File: config.mk
export PLATFORM = sky130hd
export DESIGN_NAME = multicycle_controller_flat
export DESIGN_NICKNAME = d
export VERILOG_FILES = /design/src/rtl/multicycle_controller_if.sv /design/src/rtl/multicycle_controller.sv /design/src/flat_wrapper.sv
export SDC_FILE = /design/constraint.sdc
export NUM_CORES = 1
export LEC_CHECK = 0
export CAP_MARGIN = 30
export CORE_MARGIN = 2
export CORE_UTILIZATION = 37
export DETAILED_ROUTE_END_ITERATION = 7
export PLACE_DENSITY = 0.78
export SYNTH_ARGS = -nofsm -noshare
export SYNTH_HDL_FRONTEND = slang
export SYNTH_SLANG_ARGS = --single-unit
File: constraint.sdc
create_clock -name clk -period 1.71 [get_ports clk]
set_input_delay 0.342 -clock clk [delete_from_list [all_inputs] [get_ports clk]]
set_output_delay 0.342 -clock clk [all_outputs]
set_load 0.005 [all_outputs]
File: src/rtl/multicycle_controller_if.sv
// rtl/multicycle_controller_if.sv - control/status bundle between the multicycle controller and the datapath
interface multicycle_controller_if;
  logic [6:0] opcode;
  logic       alu_zero;
  logic       branch_neg;
  logic       mem_ready;
  logic       pc_write;
  logic       adr_src;
  logic       mem_write;
  logic       ir_write;
  logic       reg_write;
  logic [1:0] result_src;
  logic [1:0] alu_src_a;
  logic [1:0] alu_src_b;
  logic [1:0] alu_op;
  logic [1:0] imm_src;
  logic       illegal_instr;
  logic       mem_fault;
  logic [3:0] state;

  modport slave (
    input  opcode, alu_zero, branch_neg, mem_ready,
    output pc_write, adr_src, mem_write, ir_write, reg_write, result_src,
           alu_src_a, alu_src_b, alu_op, imm_src, illegal_instr, mem_fault, state
  );

  modport master (
    output opcode, alu_zero, branch_neg, mem_ready,
    input  pc_write, adr_src, mem_write, ir_write, reg_write, result_src,
           alu_src_a, alu_src_b, alu_op, imm_src, illegal_instr, mem_fault, state
  );
endinterface

File: src/rtl/multicycle_controller.sv
// rtl/multicycle_controller.sv - RV32I multicycle main control FSM with memory stall watchdog
module multicycle_controller #(
  parameter int STALL_LIMIT = 0
) (
  input logic                      clk,
  input logic                      rst,
  multicycle_controller_if.slave   bus
);

  typedef enum logic [3:0] {
    S_FETCH    = 4'd0,
    S_DECODE   = 4'd1,
    S_MEMADR   = 4'd2,
    S_MEMREAD  = 4'd3,
    S_MEMWB    = 4'd4,
    S_MEMWRITE = 4'd5,
    S_EXECR    = 4'd6,
    S_EXECI    = 4'd7,
    S_ALUWB    = 4'd8,
    S_BRANCH   = 4'd9,
    S_JAL      = 4'd10
  } state_t;

  localparam int             CW    = (STALL_LIMIT > 0) ? $clog2(STALL_LIMIT + 1) : 1;
  localparam logic [CW-1:0]  LIMIT = CW'(STALL_LIMIT);

  state_t        r_state;
  state_t        w_next;
  logic [CW-1:0] r_cnt;

  logic       w_wait;
  logic       w_fault;
  logic       w_pc_write;
  logic       w_adr_src;
  logic       w_mem_write;
  logic       w_ir_write;
  logic       w_reg_write;
  logic       w_illegal;
  logic [1:0] w_result_src;
  logic [1:0] w_alu_src_a;
  logic [1:0] w_alu_src_b;
  logic [1:0] w_alu_op;
  logic [1:0] w_imm_src;

  assign w_wait  = ((r_state == S_FETCH) || (r_state == S_MEMREAD) || (r_state == S_MEMWRITE))
                   && !bus.mem_ready;
  assign w_fault = (STALL_LIMIT > 0) && w_wait && (r_cnt == LIMIT);

  always_ff @(posedge clk or posedge rst) begin
    if (rst) begin
      r_state <= S_FETCH;
    end else begin
      r_state <= w_next;
    end
  end

  // Counter restarts whenever the access completes, the state moves, or the watchdog fires.
  always_ff @(posedge clk or posedge rst) begin
    if (rst) begin
      r_cnt <= '0;
    end else if ((STALL_LIMIT == 0) || w_fault || !w_wait || (w_next != r_state)) begin
      r_cnt <= '0;
    end else begin
      r_cnt <= r_cnt + 1'b1;
    end
  end

  always_comb begin
    w_next       = r_state;
    w_pc_write   = 1'b0;
    w_adr_src    = 1'b0;
    w_mem_write  = 1'b0;
    w_ir_write   = 1'b0;
    w_reg_write  = 1'b0;
    w_illegal    = 1'b0;
    w_result_src = 2'b00;
    w_alu_src_a  = 2'b00;
    w_alu_src_b  = 2'b00;
    w_alu_op     = 2'b00;
    case (r_state)
      S_FETCH: begin
        w_alu_src_b  = 2'b10;
        w_result_src = 2'b10;
        w_ir_write   = bus.mem_ready;
        w_pc_write   = bus.mem_ready;
        if (bus.mem_ready) w_next = S_DECODE;
      end
      S_DECODE: begin
        w_alu_src_a = 2'b01;
        w_alu_src_b = 2'b01;
        case (bus.opcode)
          7'b0000011, 7'b0100011: w_next = S_MEMADR;
          7'b0110011:             w_next = S_EXECR;
          7'b0010011:             w_next = S_EXECI;
          7'b1100011:             w_next = S_BRANCH;
          7'b1101111:             w_next = S_JAL;
          default: begin
            w_illegal = 1'b1;
            w_next    = S_FETCH;
          end
        endcase
      end
      S_MEMADR: begin
        w_alu_src_a = 2'b10;
        w_alu_src_b = 2'b01;
        w_next      = bus.opcode[5] ? S_MEMWRITE : S_MEMREAD;
      end
      S_MEMREAD: begin
        w_adr_src = 1'b1;
        if (bus.mem_ready) w_next = S_MEMWB;
      end
      S_MEMWB: begin
        w_result_src = 2'b01;
        w_reg_write  = 1'b1;
        w_next       = S_FETCH;
      end
      S_MEMWRITE: begin
        w_adr_src   = 1'b1;
        w_mem_write = 1'b1;
        if (bus.mem_ready) w_next = S_FETCH;
      end
      S_EXECR: begin
        w_alu_src_a = 2'b10;
        w_alu_op    = 2'b10;
        w_next      = S_ALUWB;
      end
      S_EXECI: begin
        w_alu_src_a = 2'b10;
        w_alu_src_b = 2'b01;
        w_alu_op    = 2'b10;
        w_next      = S_ALUWB;
      end
      S_ALUWB: begin
        w_reg_write = 1'b1;
        w_next      = S_FETCH;
      end
      S_BRANCH: begin
        w_alu_src_a = 2'b10;
        w_alu_op    = 2'b01;
        w_pc_write  = ~(bus.alu_zero ^ bus.branch_neg);
        w_next      = S_FETCH;
      end
      S_JAL: begin
        w_alu_src_a = 2'b01;
        w_alu_src_b = 2'b10;
        w_pc_write  = 1'b1;
        w_next      = S_ALUWB;
      end
      default: w_next = S_FETCH;
    endcase
    // An expired watchdog abandons the access without touching PC, IR or memory.
    if (w_fault) begin
      w_next      = S_FETCH;
      w_pc_write  = 1'b0;
      w_ir_write  = 1'b0;
      w_mem_write = 1'b0;
    end
  end

  always_comb begin
    w_imm_src = 2'b00;
    case (bus.opcode)
      7'b0100011: w_imm_src = 2'b01;
      7'b1100011: w_imm_src = 2'b10;
      7'b1101111: w_imm_src = 2'b11;
      default:    w_imm_src = 2'b00;
    endcase
  end

  assign bus.pc_write      = w_pc_write  & ~rst;
  assign bus.ir_write      = w_ir_write  & ~rst;
  assign bus.mem_write     = w_mem_write & ~rst;
  assign bus.reg_write     = w_reg_write & ~rst;
  assign bus.illegal_instr = w_illegal   & ~rst;
  assign bus.mem_fault     = w_fault     & ~rst;
  assign bus.adr_src       = w_adr_src;
  assign bus.result_src    = w_result_src;
  assign bus.alu_src_a     = w_alu_src_a;
  assign bus.alu_src_b     = w_alu_src_b;
  assign bus.alu_op        = w_alu_op;
  assign bus.imm_src       = w_imm_src;
  assign bus.state         = r_state;

endmodule
File: src/flat_wrapper.sv
// flat-port wrapper written by rule: the top's interface ports become plain ports
module multicycle_controller_flat 
#(
  parameter int STALL_LIMIT = 0
)
  (clk, rst, bus_opcode, bus_alu_zero, bus_branch_neg, bus_mem_ready, bus_pc_write, bus_adr_src, bus_mem_write, bus_ir_write, bus_reg_write, bus_result_src, bus_alu_src_a, bus_alu_src_b, bus_alu_op, bus_imm_src, bus_illegal_instr, bus_mem_fault, bus_state);
  multicycle_controller_if bus_i ();
  input logic clk;
  input logic rst;
  input wire logic [$bits(bus_i.opcode)-1:0] bus_opcode;
  input wire logic [$bits(bus_i.alu_zero)-1:0] bus_alu_zero;
  input wire logic [$bits(bus_i.branch_neg)-1:0] bus_branch_neg;
  input wire logic [$bits(bus_i.mem_ready)-1:0] bus_mem_ready;
  output wire logic [$bits(bus_i.pc_write)-1:0] bus_pc_write;
  output wire logic [$bits(bus_i.adr_src)-1:0] bus_adr_src;
  output wire logic [$bits(bus_i.mem_write)-1:0] bus_mem_write;
  output wire logic [$bits(bus_i.ir_write)-1:0] bus_ir_write;
  output wire logic [$bits(bus_i.reg_write)-1:0] bus_reg_write;
  output wire logic [$bits(bus_i.result_src)-1:0] bus_result_src;
  output wire logic [$bits(bus_i.alu_src_a)-1:0] bus_alu_src_a;
  output wire logic [$bits(bus_i.alu_src_b)-1:0] bus_alu_src_b;
  output wire logic [$bits(bus_i.alu_op)-1:0] bus_alu_op;
  output wire logic [$bits(bus_i.imm_src)-1:0] bus_imm_src;
  output wire logic [$bits(bus_i.illegal_instr)-1:0] bus_illegal_instr;
  output wire logic [$bits(bus_i.mem_fault)-1:0] bus_mem_fault;
  output wire logic [$bits(bus_i.state)-1:0] bus_state;
  assign bus_i.opcode = bus_opcode;
  assign bus_i.alu_zero = bus_alu_zero;
  assign bus_i.branch_neg = bus_branch_neg;
  assign bus_i.mem_ready = bus_mem_ready;
  assign bus_pc_write = bus_i.pc_write;
  assign bus_adr_src = bus_i.adr_src;
  assign bus_mem_write = bus_i.mem_write;
  assign bus_ir_write = bus_i.ir_write;
  assign bus_reg_write = bus_i.reg_write;
  assign bus_result_src = bus_i.result_src;
  assign bus_alu_src_a = bus_i.alu_src_a;
  assign bus_alu_src_b = bus_i.alu_src_b;
  assign bus_alu_op = bus_i.alu_op;
  assign bus_imm_src = bus_i.imm_src;
  assign bus_illegal_instr = bus_i.illegal_instr;
  assign bus_mem_fault = bus_i.mem_fault;
  assign bus_state = bus_i.state;
  multicycle_controller #(.STALL_LIMIT(STALL_LIMIT)) u_core (.clk(clk), .rst(rst), .bus(bus_i));
endmodule
==> flow_summary_export.csv, run 1 <==
group,metric,value,unit
global_route,grt_max_degree,12,
placement,pre_cts_slack,-0.644,ns
logic_synthesis,yosysTopAreaCellShare,17.0,%
status,firstError,"[ERROR GRT-0232] Routing congestion too high. Check the congestion heatmap in the GUI.",
logic_synthesis,yosysWarnings,0,
timing,endpoint_type,"output port",
clock_tree,cts_buffers,3,
global_route,track_usage,56.9,%
timing,grt_repair_worst_endpoint,"bus_pc_write",
clock_tree,clockBufferDepth,2,
logic_synthesis,ys_ff_latch,4,
placement,portBuffers,31,
global_route,gr-total-overflow,2,
logic_synthesis,yosysMostFrequentCell,"nor2_1",
logic_synthesis,synth_edf_count,0,
logic_synthesis,async_flop_share,100,%
status,status,"stopped before the end",
logic_synthesis,yosysUniqueCellTypes,36,
logic_synthesis,ys.flop_type,"dfrtp_1",
die,die_h,43.9,um
clock_tree,cts_max_level,1,
clock_tree,clkSinkCount,4,
logic_synthesis,synth_largest_area_cell,"dfrtp_1",
logic_synthesis,synth_area_per_cell,7.26,sq um
clock_tree,holdBufCountCts,0,
logic_synthesis,yosysSeqAreaShare,17.0,%
placement,dpl.hpwl,1720,um
die,io_pins,33,
logic_synthesis,netlist_area,588,sq um
placement,globalplace.congestion,0.874,
logic_synthesis,synth_area_leaders,"dfrtp_1 (17%), nor2_1 (7.7%), nand2_1 (6.4%)",
die,rows,14,
logic_synthesis,netlist_instances,81,
clock_tree,root_buffer,"clkbuf_4",
placement,place_area,1100,sq um
logic_synthesis,synth_common_cells,"nor2_1 (12), nand2_1 (10), nor3_1 (6)",
die,chipWidth,43.9,um
logic_synthesis,syn_nets,93,
status,lastStage,"5_1_grt",
die,start_util,39.0,%
-- stage by stage --
step           instances  TNS (ns)  hold slack, ns
4_1_cts              173    -0.614           0.602
3_5_place_dp         152     -4.86           0.685
3_3_place_gp         152     -4.24           0.689
2_1_floorplan         81         0           0.116
-- what timing repair did --
action	in CTS
setup endpoints to repair	18
hold endpoints to repair	0
gates resized for setup	95
pin swaps	9
buffers inserted	18
-- cell families after synthesis --
family | share of synthesized area, %
and+or+nand+nor | 44.7
other | 0.638
AOI/OAI and AO/OA | 20.9
buffers and inverters | 8.94
DFF | 17.0
xor gates and xnor gates | 5.96
muxes | 1.91
-- layer usage --
metal  GRT overflow  track usage (%)
met4              2             63.6
met5              0                0
met1              0             55.6
met2              0             80.6
met3              0             29.2
==> run 2, diff against run 1 <==
CORE_AREA = 2 2 63 65   (was not set)
CORE_MARGIN = not set   (was 2)
CORE_UTILIZATION = not set   (was 37)
DIE_AREA = 0 0 65 67   (was not set)
PLACE_DENSITY = not set   (was 0.78)
PLACE_DENSITY_LB_ADDON = 0.15   (was not set)
==> flow_summary_export.csv, run 2 <==
group,metric,value,unit
placement,dpl.hpwl,1660,um
route,drtPass1Iterations,4,
finish,drive_gt1_share,68.2,%
logic_synthesis,yosysUniqueCellTypes,36,
run,drv_cap,0,
logic_synthesis,yosysMostFrequentCell,"nor2_1",
critical_path,cp.required,1.37,ns
global_route,gr-total-overflow,0,
timing,fin_skew,0.000725,ns
timing,max_freq,554,MHz
finish,antennaDiodeCount,0,
critical_path,cp_max_fo,5,
route,drc,0,
logic_synthesis,synth_area_leaders,"dfrtp_1 (17%), nor2_1 (7.7%), nand2_1 (6.4%)",
timing,setup-tns-final,-0.231,ns
clock_tree,cts_buffers,3,
timing,timing.final.crit_share,106,%
logic_synthesis,yosysTopAreaCellShare,17.0,%
clock_tree,clkSinkCount,4,
status,violations,"negative setup slack",
die,rows,22,
logic_synthesis,async_flop_share,100,%
placement,placed_cells,181,
logic_synthesis,syn_nets,93,
global_route,grt_pass1_vias,890,
clock_tree,cts_max_level,1,
timing,maxSlewViolCount,0,
timing,rsz0062_at_grt,"yes",
logic_synthesis,synth_edf_count,0,
route,routed_wl,2570,um
clock_tree,clkLatencyLatePin,0.21,ns
route,postRouteAntennaNets,0,
route,vias_per_cell,4.30,
timing,hold_violations,0,
timing,fin_ws,-0.0965,ns
finish,final_common_cell,"buf_4",
route,first_iter_violations,20,
logic_synthesis,synth_area_per_cell,7.26,sq um
clock_tree,clockBufferDepth,2,
finish,syn_to_final_growth,152,%
finish,fin_cells,205,
logic_synthesis,ys_ff_latch,4,
clock_tree,tritoncts,"done",
timing,finalCriticalPeriod,1.81,ns
logic_synthesis,synth_common_cells,"nor2_1 (12), nand2_1 (10), nor3_1 (6)",
timing,holdWs,0.323,ns
critical_path,critical_path_class,"reg -> out",
hold_path,hp-class,"in -> async",
pwr,p_leak,0.718,nW
die,die_h,67,um
global_route,track_usage,12.1,%
pwr,vdd_ir_drop_max,237,uV
finish,largest_register_ffs,4,
die,dieArea,4360,sq um
finish,num-nets-final,171,
finish,layout_common_cells,"buf_4 (33), buf_2 (13), buf_6 (12)",
die,start_util,16.3,%
pwr,powerDensity,788,nW/um^2
logic_synthesis,ys.flop_type,"dfrtp_1",
global_route,grt_max_degree,21,
placement,portBuffers,31,
logic_synthesis,netlist_area,588,sq um
route,routed-via-count,882,
status,status,"finished with violations",
clock_tree,root_buffer,"clkbuf_8",
global_route,grt_pass1_wl,4060,um
finish,fill_cells,366,
logic_synthesis,yosysSeqAreaShare,17.0,%
route,post_drt_wl_per_cell,12.5,um
timing,setup_violations,8,
finish,fin_area,1480,sq um
placement,globalplace.congestion,0.786,
critical_path,cp.arrival,1.46,ns
die,chipWidth,65,um
die,io_pins,33,
placement,place_area,1120,sq um
die,core-area,3610,sq um
clock_tree,path_clk_slew,0.03,ns
logic_synthesis,yosysWarnings,0,
critical_path,startpoint_type,"flop",
logic_synthesis,netlist_instances,81,
critical_path,crit_path_end_kind,"output pin",
clock_tree,holdBufCountCts,0,
logic_synthesis,synth_largest_area_cell,"dfrtp_1",
global_route,antenna_found_initial,0,
==> run 2: cell counts after synthesis <==
No cell type changed its count.
==> run 2: report_power, final <==
group          switching [mW]  internal (mW)  leakage [nW]
combinational           0.368          0.474         0.645
sequential             0.0210          0.111        0.0506
clock                  0.0429          0.149        0.0216
total                   0.432          0.735         0.718
==> run 2: path summary, 6_finish.rpt <==
check | cells past startpoint | to | start | slack [ns]
worst max-delay path | 6 | bus_pc_write | u_core.bus.state[1] | -0.1
worst min-delay path | 3 | u_core.bus.state[0] | rst | 0.32
worst max register to register | 7 | u_core.bus.state[0] | u_core.bus.state[3] | 0.08
worst min register to register | 2 | u_core.bus.state[1] | u_core.bus.state[2] | 0.72
max in group asynchronous | 3 | u_core.bus.state[3] | rst | 1.28
min in group clk | 5 | u_core.bus.state[1] | bus_opcode[5] | 0.60
==> run 2: final cells by class <==
type                            count  area (sq um)  share of cell area (%)
Tap cell                           48          60.1                    4.05
Multi-Input combinational cell     69           624                    42.1
Inverter                            2          10.0                   0.676
Sequential cell                     4           103                    6.93
Timing Repair Buffer               79           643                    43.4
Clock buffer                        3          41.3                    2.79
==> run 2: what timing repair did <==
action                                  4_1_cts  5_1_grt
endpoints found under the setup margin       18       18
resized for setup                            89       52
pin swaps                                    12       11
setup buffers                                16        6
==> run 2: worst max-delay path, cell delays in order (launching register included) <==
cell     delay (ns)
dfrtp_2        0.43
buf_12         0.14
buf_8          0.11
nand2_2        0.04
a211o_1        0.28
a21oi_1        0.13
buf_2          0.12
==> run 2: cells by family after synthesis <==
logic type      synth area share (%)
buf+inv                         8.94
mux                             1.91
compound gates                  20.9
simple gates                    44.7
other cells                    0.638
xor+xnor                        5.96
flops                           17.0
==> run 2: metal layers <==
layer | GRT usage [%] | routed length, um
met2 | 24.9 | 1360
met3 | 1.69 | 146
met5 | 0 | 0
met4 | 3.46 | 39
met1 | 12.5 | 1020
==> run 2: per-stage QoR <==
stage	worst slack, ns	power [mW]	util (%)
floorplan	0.162	0.433	-
global placement	-0.579	0.836	31.0
detailed placement	-0.625	0.838	31.0
CTS	-0.128	1.06	37.0
global route	-0.154	1.25	41.1
finish	-0.0965	1.17	41.1
Power figures use the tool's default switching activity.
==> edit (flow settings as in run 2) <==
Reset style: synchronous (`rst`), changed in 2 clocked blocks.
--- a/src/rtl/multicycle_controller.sv
+++ b/src/rtl/multicycle_controller.sv
@@ -46,7 +46,7 @@
                    && !bus.mem_ready;
   assign w_fault = (STALL_LIMIT > 0) && w_wait && (r_cnt == LIMIT);
 
-  always_ff @(posedge clk or posedge rst) begin
+  always_ff @(posedge clk) begin
     if (rst) begin
       r_state <= S_FETCH;
     end else begin
@@ -55,7 +55,7 @@
   end
 
   // Counter restarts whenever the access completes, the state moves, or the watchdog fires.
-  always_ff @(posedge clk or posedge rst) begin
+  always_ff @(posedge clk) begin
     if (rst) begin
       r_cnt <= '0;
     end else if ((STALL_LIMIT == 0) || w_fault || !w_wait || (w_next != r_state)) begin
Formal check against the unedited RTL: differs if rst is asserted again (counterexample within 4 cycles, from zero or initial values and one cycle with rst high); with rst held inactive, the same outputs for 10 cycles.
==> edit against run 2 <==
  * The flow still finishes with violations (setup timing)
  * Routed wire length is 6.5% lower
  * Area after synthesis decreased by 5.3%
  * Worst setup slack got worse by 2.9 ps
  * Via count down 0.91%
  * Cell area fell by 10%
  * Sequential cell count unchanged
  * Highest routed layer unchanged
Power is not compared: it rests on default switching activity, and its combinational part moved more than twofold at a synthesized area within 25%.
==> edit: results (changes against run 2) <==
The post-detailed-route wirelength per cell was 11.8 microns (-5.6%). The final reports fail on setup timing. The fraction of registers with async set/reset came out at 0% (-100 points). The complex-gate fraction of the synthesized area was 20.4% (-0.40 points); the cell area reported after detailed placement was 1080 sq um (-3.0%).

The instance count of the mapped netlist was 88 (+8.6%). The pin count of the biggest net entering global routing is 10 (-52%). The share of cell area taken by muxes after synthesis came out at 0% (-1.9 points). The count of multi-input gates is 74 (+7.2%), and the fraction of area in multi-input gates is 41.2% (-0.94 points). The proportion of final cell area spent on non-clock buffers is 43.6% (+0.14 points).

The tools report the worst-case setup margin in the final layout as -99.4 ps (-2.87 ps). For the final count of negative-setup-slack endpoints, the log shows 1 (-7). The fraction of the yosys area taken by sequential cells came out at 14.4% (-2.6 points). On the critical path the largest part of the delay comes from simple AND/OR/NAND/NOR gates. The area occupied by registers is 90.1 sq um (-12%), and the wire length of the first global-routing pass is 4040 microns (-0.35%). The fraction of final layout cells with drive strength greater than 1 works out to 51.0% (-17 points).

The tools report the overall fraction of global-route tracks in use as 11.9% (-0.21 points). The XOR/XNOR share of the synthesized area is 6.29% (+0.33 points). For this design, the slowest cell found on the critical path is sky130_fd_sc_hd__or3_4.

The largest fanout of any net on the critical path works out to 2 (-3). The tools report the post-CTS repair timing setup buffer count as 15 (-1). By area the synthesized netlist is led by sky130_fd_sc_hd__dfxtp_1, sky130_fd_sc_hd__nor2_1, sky130_fd_sc_hd__nor3_1. The flow ran to the end, but the final reports show violations. The count of non-CTS inverters in the layout is 3 (+1), and the stage delay of the slowest cell on the critical path is 340 ps (-90 ps).

The tools report the starting DRC count in detailed routing as 21 (+5.0%). The via density per instance is 4.31 (about the same). Aggregate negative setup slack: -99.4 ps (+132 ps). The final setup skew was 2.43 ps (+1.70 ps); the distinct cell type count of the synthesized netlist was 31 (-14%). Cell-internal power: 351 uW. The logs give 0.758 (-3.6%) for the global placement routability congestion and -679 ps (-54.4 ps) for the worst slack at placement.

From synthesis to final layout, the design area changed by 139%. For the number of gates resized after CTS, the log shows 88 (-1.1%). After synthesis, the most frequently instantiated cells are sky130_fd_sc_hd__nor2_1, sky130_fd_sc_hd__nor3_1. The path category of the worst min-delay check is input pin to flop.

The number of nets produced by synthesis came out at 100 (+7.5%).
[edit: cell count changes after synthesis, sizes merged, moves of 4 or more]
cell / run 2 / this run
dfrtp: 4 / 0
dfxtp: 0 / 4
o21ai: 0 / 5
nand2b: 2 / 6
nand2: 10 / 5
nor2: 12 / 16
[edit: final timing paths]
check,start,to,slack (ps),depth (start not counted)
setup reg to reg,u_core.bus.state[3],u_core.bus.state[0],200,8
hold / removal,rst,u_core.bus.state[3],630,3
setup / recovery,u_core.bus.state[3],bus_illegal_instr,-100,5
hold reg to reg,u_core.bus.state[1],u_core.bus.state[1],690,2
[edit: tightest hold or removal path: cells and delay by family]
kind	cells	cell delay (ps)
buf+inv	2	400
compound gates	1	60
[edit: per-layer routing]
metal  vias to the layer above  GRT usage (%)  wire length (microns)  share of wire, %
li1                        445              -                      -                 -
met1                       393           13.5                    979                41
met2                        30           22.3                   1260                52
met3                         6           2.53                    124               5.2
met4                         0           3.19                     37               1.5
met5                         -              0                      0                 0
